`src/rtl/dmem_responder.sv`:
```
// Data-memory responder: 128-word array fronted by a FIFO write buffer with
// load forwarding. Define DMEM_ALIGN_CHK_EN to enable misaligned-access detection.
module dmem_responder #(
   parameter int DATA_W    = 32,
   parameter int ADDR_W    = 9,
   parameter int BUF_DEPTH = 4
) (
   input  logic              clk,
   input  logic              reset,
   input  logic              wr,
   input  logic              rd,
   input  logic [ADDR_W-1:0] addr,
   input  logic [DATA_W-1:0] wr_data,
   output logic [DATA_W-1:0] rd_data,
   output logic              stall,
   output logic              buf_empty,
   output logic              misalign,
   output logic [15:0]       wr_cnt,
   output logic [15:0]       rd_cnt
);
   localparam int IDX_W = ADDR_W - 2;
   localparam int WORDS = 1 << IDX_W;
   localparam int PW    = $clog2(BUF_DEPTH);
   localparam int CW    = PW + 1;

   typedef struct packed {
      logic [IDX_W-1:0]  idx;
      logic [DATA_W-1:0] data;
   } wb_entry_t;

   logic [DATA_W-1:0] mem [WORDS];
   wb_entry_t         buf_q [BUF_DEPTH];
   logic [PW-1:0]     wr_ptr, rd_ptr;
   logic [CW-1:0]     count;
   logic [IDX_W-1:0]  req_idx;
   logic              bad, full, drain, push;
   logic              hit;
   logic [DATA_W-1:0] fwd;

   assign req_idx = addr[ADDR_W-1:2];

`ifdef DMEM_ALIGN_CHK_EN
   assign bad = (rd | wr) && (addr[1:0] != 2'b00);

   always_ff @(posedge clk) begin
      if (reset) misalign <= 1'b0;
      else       misalign <= bad;
   end
`else
   logic unused_addr_lo;
   assign unused_addr_lo = ^addr[1:0];
   assign bad            = 1'b0;
   assign misalign       = 1'b0;
`endif

   // A load owns the single array port, so draining only happens when rd=0.
   assign full      = (count == CW'(BUF_DEPTH));
   assign drain     = !reset && !rd && (count != '0);
   assign push      = !reset && wr && !bad && (!full || drain);
   assign stall     = !reset && wr && !bad && full && rd;
   assign buf_empty = (count == '0);

   always_ff @(posedge clk) begin
      if (reset) begin
         wr_ptr <= '0;
         rd_ptr <= '0;
         count  <= '0;
         wr_cnt <= '0;
         rd_cnt <= '0;
      end else begin
         if (push)  wr_ptr <= wr_ptr + 1'b1;
         if (drain) rd_ptr <= rd_ptr + 1'b1;
         case ({push, drain})
            2'b10:   count <= count + 1'b1;
            2'b01:   count <= count - 1'b1;
            default: count <= count;
         endcase
         wr_cnt <= wr_cnt + 16'(push);
         rd_cnt <= rd_cnt + 16'(rd && !bad);
      end
   end

   always_ff @(posedge clk) begin
      if (push) buf_q[wr_ptr] <= '{idx: req_idx, data: wr_data};
   end

   always_ff @(posedge clk) begin
      if (drain) mem[buf_q[rd_ptr].idx] <= buf_q[rd_ptr].data;
   end

   // Walk oldest to youngest so the last match is the youngest store.
   always_comb begin
      logic [PW-1:0] slot;
      slot    = '0;
      hit     = 1'b0;
      fwd     = '0;
      rd_data = '0;
      for (int i = 0; i < BUF_DEPTH; i++) begin
         slot = rd_ptr + PW'(i);
         if ((CW'(i) < count) && (buf_q[slot].idx == req_idx)) begin
            hit = 1'b1;
            fwd = buf_q[slot].data;
         end
      end
      if (rd && !bad) rd_data = hit ? fwd : mem[req_idx];
   end

endmodule

```
`config.mk`:
```
export PLATFORM = sky130hd
export DESIGN_NAME = dmem_responder
export DESIGN_NICKNAME = d
export VERILOG_FILES = /design/src/rtl/dmem_responder.sv
export SDC_FILE = /design/constraint.sdc
export NUM_CORES = 2
export LEC_CHECK = 0
export CAP_MARGIN = 20
export CORE_MARGIN = 1.5
export CORE_UTILIZATION = 45
export CTS_CLUSTER_SIZE = 14
export DETAILED_ROUTE_END_ITERATION = 10
export HOLD_SLACK_MARGIN = 0.1
export PLACE_DENSITY = 0.58
export SKIP_LAST_GASP = 1
export SYNTH_ARGS = -nofsm -noshare
export SYNTH_HDL_FRONTEND = slang
export SYNTH_MEMORY_MAX_BITS = 65536
export SYNTH_SLANG_ARGS = --single-unit
```
`constraint.sdc`:
```
create_clock -name clk -period 4.9 [get_ports clk]
set_input_delay 0.735 -clock clk [delete_from_list [all_inputs] [get_ports clk]]
set_output_delay 0.735 -clock clk [all_outputs]
set_load 0.02 [all_outputs]
```
Yosys cells after proc, flatten, opt, wreduce, memory -nomap -nowiden

Memories as Yosys holds them, arrays and structs flattened. A register that Yosys moved wholly into a read port is not among the register bits.
Cells that the tools add are included.

Reductions and logical operators: 17
Magnitude comparators: 4
Equal/unequal tests: 7
Add/subtract/negate cells: 8
Multiplexer cells: 17

Operators by type and width:

| operator              | number |
|---|---|
| $mux W32              | 6 |
| $add A16 B1 Y16       | 2 |
| $eq A7 B7 Y1          | 4 |
| $logic_and A1 B1 Y1   | 10 |
| $mux W1               | 8 |
| $lt A1 B3 Y1 const A  | 2 |
| $lt A2 B3 Y1 const A  | 2 |
| $pmux W3 S2           | 1 |
| $add A2 B1 Y2 const B | 2 |
| $add A2 B2 Y2 const B | 2 |
| $mux W2               | 2 |
| $add A3 B1 Y3 const B | 1 |
| $eq A3 B3 Y1 const B  | 1 |
| $logic_not A1 Y1      | 3 |
| $logic_not A3 Y1      | 1 |
| $reduce_bool A3 Y1    | 1 |
| $sub A3 B1 Y3 const B | 1 |
| $eq A2 B1 Y1 const B  | 1 |
| $eq A2 B2 Y1 const B  | 1 |
| $reduce_bool A2 Y1    | 1 |
| $logic_or A1 B1 Y1    | 1 |

Input port bits: 45
Memories: 2
Register bits: 39
Output and inout port bits: 67
Word-level logic and storage cells: 60
Bits in writable memories: 4252

Memory list:

| memory | words | bits a word | rd ports | clocked after Yosys merged registers in | write ports | RTL line | source |
|---|---|---|---|---|---|---|---|
| mem    | 128   | 32          | 1        | 0                                       | 1           | 31       | `logic [DATA_W-1:0] mem [WORDS];` |
| buf_q  | 4     | 39          | 4        | 1                                       | 1           | 32       | `wb_entry_t buf_q [BUF_DEPTH];` |

Longest topological paths before layout

An unclocked memory read counts as a cell.

Word-level depth: 9
Gate-level depth with buffers: 14
Depth with buffers taken out: 10

Least setup slack after synthesis

No wires, ideal clock.

Kind: input port to output port
From: input addr[2]
To: output rd_data[11]
Cell stages on the path: 13
Data required time: 4.165 ns
Arrival: 3.171 ns
Buffers on the path: 5
Slack: 0.994 ns
Cell sequence: buf_2 -> buf_6 -> buf_4 -> buf_6 -> buf_4 -> mux2i_1 -> a221oi_1 -> o21ai_0 -> a211oi_1 -> nor3_1 -> a31oi_1 -> nor2_1 -> a221oi_1

Cells in the longest elaborated chain, start to end: 8
Elaborated cells on any way between the ends: 19
Those cells by class: eq/ne (4); mux (10); reduce/logical (4); memory (1)

RTL lines:

| item                                                     | RTL line | source |
|---|---|---|
| start: declaration                                       | 12       | `input logic [ADDR_W-1:0] addr,` |
| branches (longest 6 deep; another with $mem_v2 Z128 W32) | n/a      |  |
| $mux W32 (*) (2 in a row)                                | 105      | `if (rd && !bad) rd_data = hit ? fwd : mem[req_idx];` |
| end: declaration                                         | 14       | `output logic [DATA_W-1:0] rd_data,` |

Mark *: on every way between the ends.

Final worst setup path

From: input addr[2]
To: output rd_data[31]

Same word-level chain as after synthesis.

==> reports/results.txt <==
Root buffer cell -> clkbuf_16
Most common cell after layout, fill and taps aside -> edfxtp_1
GRT overflow -> 0
Layout net count -> 9947
Fin worst setup slack -> -0.144 ns
Clock transition at path regs -> 0.06 ns
VDD IR max -> 341 uV
Die X-Extent -> 618 um
Syn Nets -> 8832
Core Util, Final -> 0.538
TritonCTS clock tree -> done
Endpoints failing hold -> 0
IO Pins -> 112
Max frequency -> 198 MHz
Die area -> 0.382 mm2
CP Class -> input pin to output pin
Overall Global Routing Usage -> 0.273
Clock Tree Buf Depth -> 4
Post-DR wirelength/cell -> 34.7 um
Chip Height -> 618 um
Synth Area in Compound Gates -> 0.0564
Final setup fails -> 3
Multiplexer share of the synthesized area -> 0.145
Max cap viols -> 0
Startpoint Class -> input pin
Min Tclk post-route -> 5.04 ns
Layout area overhead -> 18.9%
Top post-synthesis cells by area -> edfxtp_1 (75%), mux4_2 (8.0%), mux2i_1 (6.0%)
EDFF count, synth -> 4252
Final Total Pwr -> 84.3 mW
Worst slew margin -> 0.182
Worst-Margin Slew -> 1.23 ns
Routability cong. -> 0.883
Dominant synthesized flop cell -> edfxtp_1
Worst-path fanout max -> 15
Synth area leader -> edfxtp_1
Vias in the first global route -> 94400
Core area -> 0.376 mm2
DR DRC count -> 0
Synth Area per Inst -> 19.4 um2
Clock Latency Late Sink -> 1.00 ns
LEAKAGE -> 66.5 nW
Xor/xnor cell area share of the yosys netlist -> 0.00288
Seq/Total Area, Yosys -> 0.755
Initial cell density of the core -> 0.453
RSZ-0062 raised after global routing -> yes
Worst Path Arrival -> 4.31 ns
Most frequent cells in the layout -> edfxtp_1 (4252), mux2i_1 (1025), buf_4 (899)
DRT Pass-1 Iters -> 5
Hold Path Class -> input pin to register
IO Port Bufs -> 108
Syn Std Cell Area -> 0.170 mm2
Initial drt markers -> 12000
Total CTS buffers -> 440
Antenna violations before repair -> 32
Number of register bits inferred by synthesis -> 4293
Dpl hpwl -> 323 mm
First-pass GRT wire length -> 732 mm
Share of cells above drive strength 1 -> 0.267
Post-Synth Adder-Cell Area -> 0.000883
Asr flop ratio synth -> 0
Largest family of logic cells by synthesized area -> multiplexers
Status -> finished, violations left
Post-synthesis cell type count -> 73
Simple-Gate Fraction of Synth Area -> 0.0220
Cts hold-fix bufs -> 0
Post-synth top area share -> 0.751
# rows -> 225
Failing checks -> setup timing
Via count -> 95200
Largest net degree at the start of global routing -> 129
Final Skew -> 0.0662 ns
H-tree depth -> 5
Post-synthesis instance total -> 8775
Place WS -> -1.04 ns
Clock sinks -> 4293
Required @ worst endpoint -> 4.16 ns
Synthesis warning total -> 0
Via/cell ratio -> 6.24
CP endpoint kind -> output pin
Final ANT Viol Nets -> 0
PwrDens -> 417 mW/mm2
Max-slew violations -> 0
Period Utilization, post-route -> 1.03
Detailed Route WL -> 529 mm
## where the power goes
group          internal (mW)  total, mW  switching, mW
registers               42.4       42.5         0.0775
logic                   2.50       8.52           6.03
clock network           19.1       33.3           14.2
total                   64.0       84.3           20.3
## state kept, by name, indices dropped and copies added, names as in the netlist, named ones only
register  flops
rd_ptr        2
wr_ptr        2
wr_cnt       16
count         3
buf_q       156
mem        4096
rd_cnt       16
## worst paths after layout
kind / slack [ns] / from / to / cells after the start
worst max-delay path: -0.14 / addr[2] / rd_data[31] / 15
worst min-delay path: 0.38 / addr[8] / buf_q[2][38] / 2
worst max register to register: 1.03 / register / mem[56][8] / 7
worst min register to register: 0.51 / wr_cnt[7] / wr_cnt[7] / 2
## per-stage QoR
step / hold slack [ns] / std cells / TNS, ns / cell area (um2)
after floorplan: 0.508 / 8775 / 0 / 170000
after global placement: 0.481 / 14400 / -16.06 / 186000
after detailed placement: 0.503 / 14400 / -12.62 / 186000
after CTS: 0.312 / 15200 / -1.94 / 201000
after global routing: 0.350 / 15300 / -1.09 / 202000
final: 0.375 / 15300 / -0.169 / 202000
## repair_timing
item,in CTS,in global routing
buffers inserted,36,34
pin swaps,22,29
setup endpoints to repair,32,31
gates cloned,8,5
gates resized for setup,207,119
endpoints found under the hold margin,0,0
## critical path, stage by stage
cell and delay (ns):
buf_16 0.20, buf_16 0.18, buf_12 0.19, buf_8 0.17
mux4_2 0.52, a31oi_2 0.23, nor3_2 0.06, buf_4 0.20
nor4_4 0.43, buf_12 0.17, nand4_1 0.35, buf_12 0.29
a21oi_2 0.17, a221oi_1 0.10, buf_4 0.21
## cell usage after synthesis (101+ instances only)
master / number
nand2_1: 164
o21ai_0: 306
a211oi_1: 101
mux4_2: 603
a221o_1: 164
a21oi_1: 146
mux2i_1: 1027
nor2_1: 310
clkbuf_1: 258
a221oi_1: 322
nor3_1: 137
buf_4: 145
edfxtp_1: 4252
## cells by family (layout without fill, tap and decap cells)
group,Yosys count,in the layout
and+or+nand+nor,817,817
DFF,4293,4293
other,1,10
xor gates and xnor gates,56,56
AOI/OAI and AO/OA,1318,1318
buffers and inverters,583,2063
adders and majority gates,12,12
muxes,1695,1695
## layout make-up
class | instances | area [um2]
clock inverters | 293 | 2820
repair buffers | 1240 | 12600
multi-input cells | 3899 | 40500
clock buffers | 514 | 11400
well taps | 4994 | 6250
diodes | 9 | 22.5
inverters | 16 | 75.1
flip-flops and latches | 4293 | 129000
fillers | 29000 | 174000
## per-layer routing
layer | part of all wire | track usage
met1 | 0.40 | 0.376
met4 | 0.039 | 0.0941
met5 | 0.00010 | 0
met3 | 0.092 | 0.0535
met2 | 0.47 | 0.436
Power figures use the tool's default switching activity.
